### src/rtl/vx_gbar_unit.sv
// vx_gbar_unit -- global barrier unit shared by NUM_CORES core schedulers.
//
// Each barrier ID tracks which cores have arrived (mask), how many have
// arrived (counter), the participant count latched from the first arrival
// (size_m1) and an in_use bit. The arrival that completes a barrier is the
// release: its state is cleared on the accepting edge and a one-cycle
// rsp_valid/rsp_id broadcast follows on the next cycle.
//
// Ports:
//   clk          sole clock, rising edge
//   reset        synchronous, active-low
//   req_valid    arrival request
//   req_id       barrier ID
//   req_size_m1  participating core count minus one
//   req_core_id  requesting core index
//   req_ready    request accepted when req_valid && req_ready
//   rsp_valid    single-cycle release broadcast
//   rsp_id       released barrier ID (qualified by rsp_valid)
//   err          sticky protocol error (duplicate arrival / size mismatch)
//   timeout      sticky stall-timeout flag
//   busy         any barrier has at least one arrival
//
// Optional feature: define GBAR_TIMEOUT_EN to build the stall-timeout
// counter; otherwise timeout is tied low.

`ifndef NUM_CORES
`define NUM_CORES 4
`endif
`ifndef NUM_BARRIERS
`define NUM_BARRIERS 4
`endif
`ifndef NC_WIDTH
`define NC_WIDTH ((`NUM_CORES > 1) ? $clog2(`NUM_CORES) : 1)
`endif
`ifndef NB_WIDTH
`define NB_WIDTH ((`NUM_BARRIERS > 1) ? $clog2(`NUM_BARRIERS) : 1)
`endif

module vx_gbar_unit #(
  parameter int          NUM_CORES    = `NUM_CORES,
  parameter int          NUM_BARRIERS = `NUM_BARRIERS,
  parameter logic [31:0] TIMEOUT      = 32'd1000000
) (
  input  logic                 clk,
  input  logic                 reset,
  input  logic                 req_valid,
  input  logic [`NB_WIDTH-1:0] req_id,
  input  logic [`NC_WIDTH-1:0] req_size_m1,
  input  logic [`NC_WIDTH-1:0] req_core_id,
  output logic                 req_ready,
  output logic                 rsp_valid,
  output logic [`NB_WIDTH-1:0] rsp_id,
  output logic                 err,
  output logic                 timeout,
  output logic                 busy
);

  localparam int NCW = `NC_WIDTH;
  localparam int NBW = `NB_WIDTH;

  logic [NUM_BARRIERS-1:0][NUM_CORES-1:0] mask_q, mask_d;
  logic [NUM_BARRIERS-1:0][NCW-1:0]       cnt_q, cnt_d;
  logic [NUM_BARRIERS-1:0][NCW-1:0]       size_q, size_d;
  logic [NUM_BARRIERS-1:0]                in_use_q, in_use_d;
  logic                                   rsp_valid_q, rsp_valid_d;
  logic [NBW-1:0]                         rsp_id_q, rsp_id_d;
  logic                                   err_q, err_d;
  logic                                   fire;
  logic                                   rel;

  // Ready drops only during the release broadcast cycle, and while in reset.
  assign req_ready = reset & ~rsp_valid_q;
  assign fire      = req_valid & req_ready;
  assign busy      = |in_use_q;
  assign rsp_valid = rsp_valid_q;
  assign rsp_id    = rsp_id_q;
  assign err       = err_q;

  always_comb begin
    mask_d      = mask_q;
    cnt_d       = cnt_q;
    size_d      = size_q;
    in_use_d    = in_use_q;
    err_d       = err_q;
    rsp_valid_d = 1'b0;
    rsp_id_d    = rsp_id_q;
    rel         = 1'b0;
    if (fire) begin
      if (!in_use_q[req_id]) begin
        // First arrival: counter is 0, so size_m1 == 0 releases at once.
        if (req_size_m1 == '0) begin
          rel = 1'b1;
        end else begin
          in_use_d[req_id]             = 1'b1;
          size_d[req_id]               = req_size_m1;
          mask_d[req_id]               = '0;
          mask_d[req_id][req_core_id]  = 1'b1;
          cnt_d[req_id]                = NCW'(1);
        end
      end else if (mask_q[req_id][req_core_id] || (size_q[req_id] != req_size_m1)) begin
        err_d = 1'b1;
      end else if (cnt_q[req_id] == size_q[req_id]) begin
        // Final arrival: compare happens before increment, so the counter
        // never needs to represent NUM_CORES.
        rel = 1'b1;
      end else begin
        mask_d[req_id][req_core_id] = 1'b1;
        cnt_d[req_id]               = cnt_q[req_id] + NCW'(1);
      end
      if (rel) begin
        mask_d[req_id]   = '0;
        cnt_d[req_id]    = '0;
        in_use_d[req_id] = 1'b0;
        rsp_valid_d      = 1'b1;
        rsp_id_d         = req_id;
      end
    end
  end

  always_ff @(posedge clk) begin
    if (!reset) begin
      mask_q      <= '0;
      cnt_q       <= '0;
      size_q      <= '0;
      in_use_q    <= '0;
      rsp_valid_q <= 1'b0;
      rsp_id_q    <= '0;
      err_q       <= 1'b0;
    end else begin
      mask_q      <= mask_d;
      cnt_q       <= cnt_d;
      size_q      <= size_d;
      in_use_q    <= in_use_d;
      rsp_valid_q <= rsp_valid_d;
      rsp_id_q    <= rsp_id_d;
      err_q       <= err_d;
    end
  end

`ifdef GBAR_TIMEOUT_EN
  logic [31:0] tcnt_q, tcnt_d;
  logic        timeout_q, timeout_d;

  always_comb begin
    tcnt_d    = tcnt_q;
    timeout_d = timeout_q;
    if (!busy || rel) begin
      tcnt_d = '0;
    end else if (tcnt_q != '1) begin
      tcnt_d = tcnt_q + 32'd1;
      if (tcnt_d == TIMEOUT) timeout_d = 1'b1;
    end
  end

  always_ff @(posedge clk) begin
    if (!reset) begin
      tcnt_q    <= '0;
      timeout_q <= 1'b0;
    end else begin
      tcnt_q    <= tcnt_d;
      timeout_q <= timeout_d;
    end
  end

  assign timeout = timeout_q;
`else
  logic unused_timeout_cfg;
  assign unused_timeout_cfg = ^{TIMEOUT, rel};
  assign timeout = 1'b0;
`endif

endmodule
### config.mk
export PLATFORM = sky130hd
export DESIGN_NAME = vx_gbar_unit
export DESIGN_NICKNAME = d
export VERILOG_FILES = /design/src/rtl/vx_gbar_unit.sv
export SDC_FILE = /design/constraint.sdc
export NUM_CORES = 1
export LEC_CHECK = 0
export ABC_AREA = 1
export CAP_MARGIN = 10
export CORE_MARGIN = 2
export CORE_UTILIZATION = 60
export CTS_BUF_LIST = sky130_fd_sc_hd__clkbuf_2 sky130_fd_sc_hd__clkbuf_4 sky130_fd_sc_hd__clkbuf_8
export CTS_CLUSTER_SIZE = 10
export DETAILED_ROUTE_END_ITERATION = 8
export PLACE_DENSITY = 0.81
export SETUP_SLACK_MARGIN = 0.1
export SYNTH_ARGS = -nofsm -noshare
export SYNTH_HDL_FRONTEND = slang
export SYNTH_SLANG_ARGS = --single-unit
export TNS_END_PERCENT = 100
### constraint.sdc
create_clock -name clk -period 2.7 [get_ports clk]
set_clock_uncertainty 0.2 [all_clocks]
set_input_delay 0.54 -clock clk [delete_from_list [all_inputs] [get_ports clk]]
set_output_delay 0.54 -clock clk [all_outputs]
set_load 0.01 [all_outputs]
Yosys cells after proc, flatten, opt, wreduce, memory -nomap -nowiden. Index checks and enable logic that the tools add are counted.

Bits in registers: 40. Latch bits: 0. RAM bits: 0. ROM bits: 0. Bits of input ports: 9. Output and inout bits: 7. Memories kept: 0.

Add/subtract/negate cells: 1. $mul: 0. Divide/modulo/power cells: 0. $lt $le $gt $ge: 4. Equal/unequal tests: 2. Shift-type cells: 0. Muxes and demuxes: 44. Bitwise operators: 18. Reductions and logical operators: 9.

Operators by type and width (count): 2-to-1 mux 16 bit (6); 2-to-1 mux 8 bit (6); bitwise AND 16 bit (2); OR 16 bit (2); 2-to-1 mux 4 bit (7); bitwise mux 8 bit (2); demux 4 bit (select 2 bit) (2); inverter 16 bit (1); 2-to-1 mux 1 bit (10); bitwise AND 4 bit (2); bitwise AND 8 bit (1); binary-select mux 2 bit (select 2 bit) (2); binary-select mux 4 bit (select 2 bit) (1); inverter 4 bit (2); inverter 8 bit (1); OR 4 bit (2); < comparator 2 x 3 -> 1 bit (second input constant) (2); 2-to-1 mux 2 bit (3); AND reduction 3 bit (2); binary-select mux 1 bit (select 2 bit) (2); demux 1 bit (select 2 bit) (2); demux 2 bit (select 2 bit) (1); greater-or-equal comparator 2 x 1 -> 1 bit (second input constant) (2); AND reduction 2 bit (2); other kinds (9) (13).

Longest topological paths before layout. Gate-level depths: netlist of run 1.

Depth in word-level cells: 13. Mapped depth: 18.

Least setup slack after synthesis of run 1. No wires, ideal clock.

Kind: input to register. From: in req_id[0]. To: reg size_q[0] (netlist name). Library setup time: 0.121 ns. Arrival time: 2.043 ns. Data required time: 2.379 ns. Setup slack: 0.336 ns. Stages: 12. Cell sequence: buf_4 -> buf_2 -> nand2_1 -> inv_2 -> a22oi_2 -> nand2_2 -> inv_1 -> buf_2 -> buf_4 -> nand3_1 -> o21ai_0 -> a21oi_1.

Word-level cells in the longest chain between the ends: 5. Elaborated cells between the ends (all ways): 10. Classes of those cells: order compare (2); mux (5); bitwise (1); reduce/logical (2).

RTL lines: from (decl) (RTL line 47) `` input logic [`NB_WIDTH-1:0] req_id, ``; < comparator 2 x 3 -> 1 bit (implied by the code) / greater-or-equal comparator 2 x 1 -> 1 bit (equally long branches) (RTL line 95) `size_d[req_id] = req_size_m1;`; logical AND 1 bit (implied by the code) (RTL line 95); 2-to-1 mux 2 bit (implied by the code) (RTL line 95); demux 2 bit (select 2 bit) (RTL line 95); bitwise mux 8 bit (RTL line 95); to (signal assigned) (RTL line 132) `size_q <= size_d;`; to (decl) (RTL line 63) `logic [NUM_BARRIERS-1:0][NCW-1:0] size_q, size_d;`.

Parallel ways exist; a longest one is shown, timed or not. The select of a mux whose other input is x is not followed. A chain may end at the register's enable or synchronous reset.

Worst setup path in the final report of run 1.
From: in reset. To: out req_ready.

Word-level cells in the longest chain between the ends: 1.

RTL lines: from (decl) (RTL line 45) `input logic reset,`; bitwise AND 1 bit (RTL line 72) `assign req_ready = reset & ~rsp_valid_q;`; to (decl) (RTL line 50) `output logic req_ready,`.

Every way passes these cells.

==> results of run 1 <==
## registers in the layout, indices dropped and copies added, names as in the netlist
| signal | cells |
|---|---|
| rsp_valid | 1 |
| size_q | 8 |
| in_use_q | 4 |
| mask_q | 16 |
| rsp_id | 2 |
| cnt_q | 8 |
| err | 1 |
## final timing paths
path,from,to,slack [ns]
worst max-delay path,reset,req_ready,0.19
worst min-delay path,size_q[5]$_SDFFE_PN0P_,size_q[5]$_SDFFE_PN0P_,0.27
worst max register to register,mask_q[2]$_SDFFE_PN0P_,cnt_q[3]$_SDFFE_PN0P_,0.53
worst min register to register,size_q[5]$_SDFFE_PN0P_,size_q[5]$_SDFFE_PN0P_,0.27
## final cells by class
class                   count  area, um2
multi-input cells         496       2160
fillers                   453       1330
flip-flops and latches     40        801
well taps                  72       90.1
clock buffers               5       68.8
clock inverters             3       46.3
repair buffers             83        702
inverters                  55        209
## metrics by stage
stage	std cells	worst slack (ns)	utilization [%]	power, mW
after floorplan	621	0.336	-	0.878
after global placement	745	-0.316	72.9	1.04
after detailed placement	745	-0.412	72.9	1.05
after CTS	753	0.177	75.2	1.57
after global routing	754	0.0608	75.3	1.64
final	754	0.195	75.3	1.59
## worst max-delay path, stage by stage
cell,delay [ns]
clkdlybuf4s50_1,0.49
inv_1,0.06
nor2_1,0.12
clkdlybuf4s50_1,0.56
## power by group
part	leakage [nW]	internal, mW	switching [mW]
clock network	0.0548	0.279	0.256
registers	0.323	0.603	0.0123
logic	1.59	0.177	0.265
total	1.97	1.06	0.534
## placed cells by master (no fill, tap or decap), drive strengths merged
cell type	count
a22oi	2
o21ai	36
bufinv	1
a31oi	1
nand2	293
conb	1
inv	54
buf	70
clkdlybuf4s50	12
nor2	42
clkinvlp	1
a211oi	1
clkinv	2
nand4	1
dfxtp	40
o21bai	1
clkbuf	6
nand3	61
a21oi	55
or2	2
## metal layers
layer | up-vias | track usage, %
met5 | - | 0
met2 | 257 | 62.7
li1 | 2070 | -
met4 | 0 | 16.7
met3 | 42 | 6.21
met1 | 1903 | 44.7
## cell families (layout without fill, tap and decap cells)
kind of cell    Yosys count  in the layout  share of synthesized area (%)
simple gates            399            399                           48.8
compound gates           96             96                           15.8
other cells               1              1                          0.113
buf+inv                  85            146                           11.1
flops                    40             40                           24.2
## repair_timing
item	4_1_cts	5_1_grt
setup endpoints to repair	38	27
cloned	0	0
endpoints found under the hold margin	0	0
pin swaps	0	1
buffers inserted	0	1
gates resized for setup	7	8
==> impl_metrics.csv, run 1 <==
group,metric,value,unit
drt,wl_per_cell,14.4,um
setup_path,start_kind,"primary input",
floorplanning,ioPinCount,16,
global_routing,antenna_found_initial,0,
drt,top_layer_used,"met4",
floorplanning,coreArea,5410,um2
timing,rsz0062_at_grt,"false",
drt,firstDrtPassIters,5,
floorplanning,dieArea,6130,um2
drt,route.detailed.drc,0,
clocking,path_clk_slew,0.10,ns
pwr,power.density,391,nW/um2
clocking,cts-buffers-inserted,5,
layout,layout.nets,690,
clocking,clk_latency,0.31,ns
logic_synthesis,avgSynthCellArea,5.33,um2
clocking,ctsHoldBuffers,0,
logic_synthesis,synthCells,621,
place,dp_hpwl,7.66,mm
setup_path,reg2regPathDepth,16,
logic_synthesis,synth_nets,630,
layout,synthToLayoutAreaGrowth,23.1,%
drt,dr_wl_met3,1.12,mm
drt,first_iter_violations,362,
logic_synthesis,synthTopCellsByCount,"nand2_1 (290), nand3_1 (60), a21oi_1 (51)",
outcome,status,"complete, no violations",
worst_hold_path,holdPathStages,2,
logic_synthesis,synth_edf_count,0,
layout,drive_above_1_share,15.1,%
drt,vias_per_cell,5.67,
logic_synthesis,synthTopCellsByArea,"nand2_1 (33%), dfxtp_1 (24%), nand3_1 (9.1%)",
drt,drt-met1-wl,4.37,mm
floorplanning,die_y,78.3,um
pwr,peakVddDrop,0.287,mV
logic_synthesis,async_reset_ff_share,0,%
logic_synthesis,synth-seq-cells,40,
logic_synthesis,ys.warnings.count,0,
logic_synthesis,yosys.area.top_type,"nand2_1",
clocking,cts-root-buf,"clkbuf_8",
logic_synthesis,yosysSeqAreaShare,24.2,%
logic_synthesis,synthFlopType,"dfxtp_1",
clocking,cts.path.max_buffers,2,
place,post_dp_cell_area,3940,um2
global_routing,track_usage,36.6,%
logic_synthesis,synth_most_common_cell,"nand2_1",
floorplanning,dieWidth,78.3,um
drt,ant_nets,0,
drt,wl_met2,5.01,mm
global_routing,grt_overflow_total,0,
layout,fin_area,4070,um2
place,place_congestion,0.933,
floorplanning,initial_utilization,61.2,%
global_routing,grt_pass1_vias,3972,
timing,finalSetupTns,0,ns
run,drv_cap,0,
place,portBuffers,14,
clocking,cts.sinks,40,
clocking,cts_tree,"done",
pwr,leakagePower,1.97,nW
layout,antenna_cells,0,
drt,wl,10.9,mm
global_routing,grt_pass1_wl,18.0,mm
timing,fmax,0.399,GHz
timing,slew_viol_final,0,
timing,holdWs,0.267,ns
setup_path,cp.required,1.96,ns
floorplanning,rows,27,
timing,finalCriticalPeriod,2.51,ns
setup_path,path_max_fanout,2,
logic_synthesis,yosysTopAreaCellShare,32.9,%
clocking,h-tree-depth,2,
global_routing,grt_max_degree,30,
timing,finalSetupViolCount,0,
setup_path,arrival,1.77,ns
worst_hold_path,min_path_type,"flip-flop to flip-flop",
setup_path,crit_path_end_kind,"output port",
timing,final.period_utilization,92.8,%
logic_synthesis,synth_area,3310,um2
timing,hold_viol_final,0,
setup_path,path_class,"primary input to output port",
logic_synthesis,synth.distinct_cells,29,
drt,vias,4272,
Power figures use the tool's default switching activity.
==> run 2, diff against run 1 <==
- ABC_AREA: 1 -> default
- PLACE_DENSITY: 0.81 -> 0.83
==> run 2 against run 1 <==
  * The run now ends with design-rule violations, negative setup slack left
  * Flip-flop and latch count unchanged
  * Core utilization increased by 15 points
  * Routed wire length increased by 2.7%
  * Sequential share of layout area increased by 3.9 points
  * Final cell count decreased by 45%
  * Area after synthesis decreased by 28%
  * Final area decreased by 17%
  * Via count decreased by 25%
  * Maximum frequency decreased by 14%
  * Synthesized cell count decreased by 55%
  * First-iteration DRC count increased by 70%
  * Critical path type is now primary input to flip-flop
  * Critical endpoint is now mask_q[15]$_SDFFE_PN0P_
  * Largest cell class unchanged
  * Largest power group unchanged
==> impl_metrics.csv, run 2 <==
group,metric,value,unit
setup_path,cpMaxStageDelayCell,"mux4_2",
global_routing,track_usage,40.0,%
setup_path,critPathTopFamily,"simple AND/OR/NAND/NOR gates",
clocking,cts.sinks,40,
timing,rsz0062_at_grt,"true",
logic_synthesis,synth_fa_ha_area_share,0,%
layout,layout_commonest_cell,"buf_4",
layout,largest_reg_flops,16,
logic_synthesis,synthTopCellsByCount,"nand2_1 (41), dfxtp_1 (40), nor2_1 (18)",
clocking,path_clk_slew,0.07,ns
clocking,h-tree-depth,2,
drt,vias_per_cell,7.75,
pwr,leakagePower,1.37,nW
logic_synthesis,synth_area,2400,um2
logic_synthesis,synth_top_family_by_area,"compound AO/OA/AOI/OAI gates",
setup_path,cp.buffers_inverters,4,
clocking,cts-buffers-inserted,5,
drt,wl_per_cell,26.9,um
logic_synthesis,avgSynthCellArea,8.59,um2
drt,first_iter_violations,616,
setup_path,r2r_setup_slack,-0.02,ns
outcome,violations,"design-rule violations, negative setup slack",
layout,antenna_cells,0,
setup_path,path_class,"primary input to flip-flop",
setup_path,start_kind,"primary input",
logic_synthesis,async_reset_ff_share,0,%
drt,firstDrtPassIters,9,
global_routing,grt_pass1_wl,13.1,mm
clocking,cts.path.max_buffers,2,
drt,route.detailed.drc,1,
place,portBuffers,14,
timing,setup_ws,-0.230,ns
logic_synthesis,synth.distinct_cells,60,
drt,wl,11.2,mm
global_routing,grt_pass1_vias,2674,
logic_synthesis,synth_compound_area_share,25.8,%
setup_path,cp_slowest_stage_delay,0.61,ns
layout,reg.largest.list,"mask_q: 16 flops, cnt_q: 8 flops, size_q: 8 flops",
run,drv_cap,0,
logic_synthesis,synth_most_common_cell,"nand2_1",
floorplanning,initial_utilization,64.0,%
logic_synthesis,synth_edf_count,0,
logic_synthesis,ys.warnings.count,0,
timing,slew_viol_final,0,
clocking,cts-root-buf,"clkbuf_8",
timing,fmax,0.341,GHz
logic_synthesis,yosysTopAreaCellShare,33.4,%
setup_path,reg2regPathDepth,6,
drt,vias,3217,
clocking,clk_latency,0.30,ns
timing,finalCriticalPeriod,2.93,ns
layout,layout.nets,376,
logic_synthesis,yosysSeqAreaShare,33.4,%
place,place_congestion,0.971,
pwr,power.density,411,nW/um2
floorplanning,rows,22,
setup_path,worstPathCellList,"buf_6 -> buf_8 -> buf_4 -> mux4_2 -> or2_2 -> nor3_1 -> buf_4 -> o21ai_0 -> a22oi_1",
floorplanning,dieArea,4520,um2
layout,final_core_util,90.6,%
setup_path,arrival,2.92,ns
layout,multiInputGateArea,1590,um2
clocking,cts_tree,"done",
global_routing,grt_max_degree,12,
logic_synthesis,synthCells,279,
layout,synthToLayoutAreaGrowth,41.5,%
floorplanning,ioPinCount,16,
floorplanning,die_y,67.2,um
setup_path,worst-path-stages,9,
setup_path,path_max_fanout,7,
worst_hold_path,holdPathStages,2,
layout,drive_above_1_share,36.0,%
logic_synthesis,synthSimpleGateAreaFrac,22.7,%
setup_path,cp.required,2.69,ns
layout,mostFrequentLayoutCells,"buf_4 (71), nand2_1 (41), dfxtp_1 (40), nor2_1 (18), a21oi_1 (14)",
timing,finalSetupTns,-0.893,ns
timing,hold_viol_final,0,
logic_synthesis,synth_nets,288,
global_routing,antenna_found_initial,0,
logic_synthesis,yosys.area.top_type,"dfxtp_1",
timing,final.period_utilization,109,%
setup_path,critPathMostFrequentCell,"buf_4",
floorplanning,coreArea,3740,um2
layout,nFillCells,140,
logic_synthesis,synthFlopType,"dfxtp_1",
logic_synthesis,synthTopCellsByArea,"dfxtp_1 (33%), mux4_2 (7.5%), nand2_1 (6.4%)",
floorplanning,dieWidth,67.2,um
logic_synthesis,synth_xor_area_share,2.14,%
pwr,peakVddDrop,0.367,mV
logic_synthesis,synth-seq-cells,40,
logic_synthesis,synthMuxAreaShare,10.3,%
outcome,status,"finished with violations",
drt,ant_nets,0,
global_routing,grt_overflow_total,0,
worst_hold_path,min_path_type,"flip-flop to flip-flop",
setup_path,crit_path_end_kind,"flip-flop",
layout,area.sequential,801,um2
clocking,ctsHoldBuffers,0,
timing,finalSetupViolCount,12,
layout,top_register,"mask_q",
place,dp_hpwl,5.64,mm
## run 2: changes by cell type after synthesis, sizes merged, moves of 5 or more
cell and delta:
a211oi +13, a21oi -40, a22oi +5, buf -15, inv -43, mux4 +9, nand2 -249, nand3 -56
nor2 -23, nor2b +5, nor3 +11, o21ai -22
## run 2: kinds of logic after synthesis
family,after synthesis
compound gates,85
xor+xnor,5
buf+inv,25
flops,40
mux,13
other cells,1
simple gates,110
## run 2: layout make-up
class	count	share of cell area (%)
Multi-Input combinational cell	215	46.8
Timing Repair Buffer	95	23.8
Sequential cell	40	23.6
Clock buffer	7	2.84
Tap cell	48	1.77
Inverter	10	1.11
## run 2: path summary, 6_finish.rpt
check	from	endpoint
setup / recovery	req_id[0]	mask_q[15]$_SDFFE_PN0P_
hold reg to reg	size_q[1]$_SDFFE_PN0P_	size_q[1]$_SDFFE_PN0P_
hold / removal	size_q[1]$_SDFFE_PN0P_	size_q[1]$_SDFFE_PN0P_
setup reg to reg	in_use_q[2]$_SDFFE_PN0P_	mask_q[15]$_SDFFE_PN0P_
## run 2: layer usage
metal / GRT usage (%) / part of all wire [%] / vias to the layer above
met3: 9.17 / 15 / 154
met1: 49.9 / 33 / 1424
met4: 27.3 / 10 / 0
met5: 0 / 0 / -
met2: 61.3 / 42 / 432
li1: - / - / 1207
## run 2: where the power goes
part	total, mW	internal, mW	switching, mW
combinational	0.342	0.150	0.191
sequential	0.611	0.600	0.0107
clock	0.441	0.228	0.213
total	1.39	0.978	0.415
## run 2: worst min-delay path, delay by kind of cell (launching register included)
kind	cells	cell delay (ns)
compound gates	1	0.07
flops	1	0.32
simple gates	1	0.05
## run 2: timing repair
item	CTS	global route
endpoints found under the setup margin	40	31
hold endpoints to repair	0	0
gates cloned	1	0
pin swaps	11	17
resized for setup	22	23
setup buffers	6	8
## run 2: through the flow
stage / cells / hold WS (ns) / total power [mW] / cell area (um2) / worst slack (ns)
3_5_place_dp: 393 / 0.248 / 0.878 / 3020 / -0.654
3_3_place_gp: 393 / 0.244 / 0.870 / 3020 / -0.604
2_1_floorplan: 279 / 0.233 / 0.760 / 2420 / -0.00974
5_1_grt: 415 / 0.296 / 1.40 / 3390 / -0.386
4_1_cts: 407 / 0.257 / 1.32 / 3220 / 0.0640
6_report: 415 / 0.295 / 1.39 / 3390 / -0.230
==> run 3, diff against run 2 <==
- RECOVER_POWER: default -> 25
- SKIP_LAST_GASP: default -> 1
==> run 3 against run 2 <==
  * The run still ends with design-rule violations, negative setup slack left
  * Final cell count is the same
  * Register-to-register slack lost 0.05 ns
  * Combinational power is essentially flat
  * Sequential share of layout area about the same
  * Sequential power hardly changed
  * Non-clock buffer count unchanged
  * Flip-flop and latch count unchanged
  * Global-route usage stayed put
  * Hold slack improved by 0.0023 ns
  * Total power increased by 0.19%
  * Largest cell class unchanged
==> impl_metrics.csv, run 3 (synthesized netlist as in run 2, its figures left out) <==
group,metric,value,unit
clocking,cts-root-buf,"clkbuf_8",
drt,route.detailed.drc,42,
floorplanning,dieArea,4520,um2
setup_path,path_class,"primary input to flip-flop",
drt,vias_per_cell,7.81,
layout,mostFrequentLayoutCells,"buf_4 (70), nand2_1 (41), dfxtp_1 (40), nor2_1 (18), a21oi_1 (14)",
layout,synthToLayoutAreaGrowth,41.3,%
timing,hold_viol_final,0,
setup_path,worstSetupEndpoint,"mask_q[15]$_SDFFE_PN0P_",
drt,wl_per_cell,27.1,um
layout,antenna_cells,0,
place,pre_cts_ws,-0.654,ns
worst_hold_path,min_path_type,"flip-flop to flip-flop",
place,portBuffers,14,
clocking,cts-buffers-inserted,5,
layout,largest_reg_flops,16,
global_routing,track_usage,40.0,%
floorplanning,coreArea,3740,um2
global_routing,antenna_found_initial,0,
floorplanning,die_y,67.2,um
timing,setup_ws,-0.257,ns
setup_path,path_max_fanout,7,
timing,finalSetupTns,-1.14,ns
layout,reg.largest.list,"mask_q: 16 flops, cnt_q: 8 flops, size_q: 8 flops",
pwr,power.density,412,nW/um2
run,drv_cap,0,
setup_path,worstReg2RegStart,"in_use_q[2]$_SDFFE_PN0P_",
setup_path,crit_path_end_kind,"flip-flop",
global_routing,grt_max_degree,12,
timing,rsz0062_at_grt,"true",
setup_path,cp.required,2.69,ns
timing,final.period_utilization,110,%
setup_path,reg2regPathDepth,6,
timing,finalSetupViolCount,13,
outcome,violations,"design-rule violations, negative setup slack",
clocking,h-tree-depth,2,
clocking,cts.path.max_buffers,2,
floorplanning,dieWidth,67.2,um
place,dp_hpwl,5.64,mm
global_routing,grt_pass1_vias,2674,
clocking,cts.sinks,40,
place,dp.cells,393,
layout,layout_commonest_cell,"buf_4",
setup_path,arrival,2.95,ns
timing,slew_viol_final,0,
drt,ant_nets,0,
layout,top_register,"mask_q",
layout,layout.nets,376,
pwr,peakVddDrop,0.370,mV
global_routing,grt_overflow_total,0,
place,place_congestion,0.971,
floorplanning,initial_utilization,64.0,%
floorplanning,ioPinCount,16,
setup_path,start_kind,"primary input",
layout,drive_above_1_share,35.7,%
pwr,leakagePower,1.38,nW
drt,wl,11.3,mm
global_routing,grt_pass1_wl,13.1,mm
drt,first_iter_violations,648,
floorplanning,rows,22,
setup_path,r2r_setup_slack,-0.07,ns
setup_path,worstSetupStartpoint,"req_id[0]",
clocking,cts_tree,"done",
timing,fmax,0.338,GHz
setup_path,reg2reg_to,"mask_q[15]$_SDFFE_PN0P_",
clocking,clk_latency,0.30,ns
drt,firstDrtPassIters,9,
clocking,path_clk_slew,0.08,ns
timing,finalCriticalPeriod,2.96,ns
clocking,ctsHoldBuffers,0,
pwr,totalPowerFinal,1.40,mW
layout,final-instance-count-excl-fill,415,
outcome,status,"finished with violations",
drt,vias,3240,
layout,final_core_util,90.5,%
==> run 3: cell types whose count changed in the layout (fill, tap and decap cells not counted) <==
cell | previous run | this run
clkbuf_1 | 0 | 1
buf_4 | 71 | 70
dlygate4sd3_1 | 0 | 4
clkdlybuf4s50_1 | 12 | 8
==> run 3: area by class of cell <==
class / instances / area, um2
multi-input cells: 215 / 1590
fillers: 142 / 355
repair buffers: 95 / 805
flip-flops and latches: 40 / 801
clock buffers: 7 / 96.3
well taps: 48 / 60.1
inverters: 10 / 37.5
==> run 3: repair_timing <==
| action | in CTS | in global routing |
|---|---|---|
| endpoints found under the setup margin | 40 | 31 |
| buffers inserted | 6 | 8 |
| gates resized for setup | 22 | 23 |
| cloned | 1 | 0 |
| pin swaps | 11 | 17 |
==> run 3: metrics by stage <==
step	cell area, um2	hold slack [ns]
2_1_floorplan	2420	0.233
3_3_place_gp	3020	0.244
3_5_place_dp	3020	0.248
4_1_cts	3220	0.257
5_1_grt	3390	0.296
6_report	3390	0.297
==> run 3: metal layers <==
layer  part of all wire [%]  track usage (%)  wire, um
met1                     33             49.9      3670
met4                     11             27.3      1200
met3                     15             9.17      1720
met5                      0                0         0
met2                     42             61.3      4670
==> run 3: how the worst min path moves through the flow <==
stage | cells after the start | from | slack, ns | endpoint
global route | 2 | size_q[7]$_SDFFE_PN0P_ | 0.30 | size_q[7]$_SDFFE_PN0P_
CTS | 2 | size_q[0]$_SDFFE_PN0P_ | 0.26 | size_q[0]$_SDFFE_PN0P_
finish | 2 | size_q[1]$_SDFFE_PN0P_ | 0.30 | size_q[1]$_SDFFE_PN0P_
detailed placement | 2 | size_q[0]$_SDFFE_PN0P_ | 0.25 | size_q[0]$_SDFFE_PN0P_
global placement | 2 | size_q[2]$_SDFFE_PN0P_ | 0.24 | size_q[2]$_SDFFE_PN0P_
floorplan | 2 | size_q[2]$_SDFFE_PN0P_ | 0.23 | size_q[2]$_SDFFE_PN0P_
==> run 3: worst max-delay path, stage by stage <==
cell and delay [ns]:
buf_6 0.07, buf_8 0.13, buf_4 0.19, mux4_2 0.61, or2_2 0.36, nor3_1 0.41
buf_4 0.26, o21ai_0 0.12, a22oi_1 0.27
==> run 3: power by group <==
part	switching (mW)	internal [mW]
combinational	0.191	0.149
clock	0.216	0.228
sequential	0.0107	0.600
total	0.418	0.977
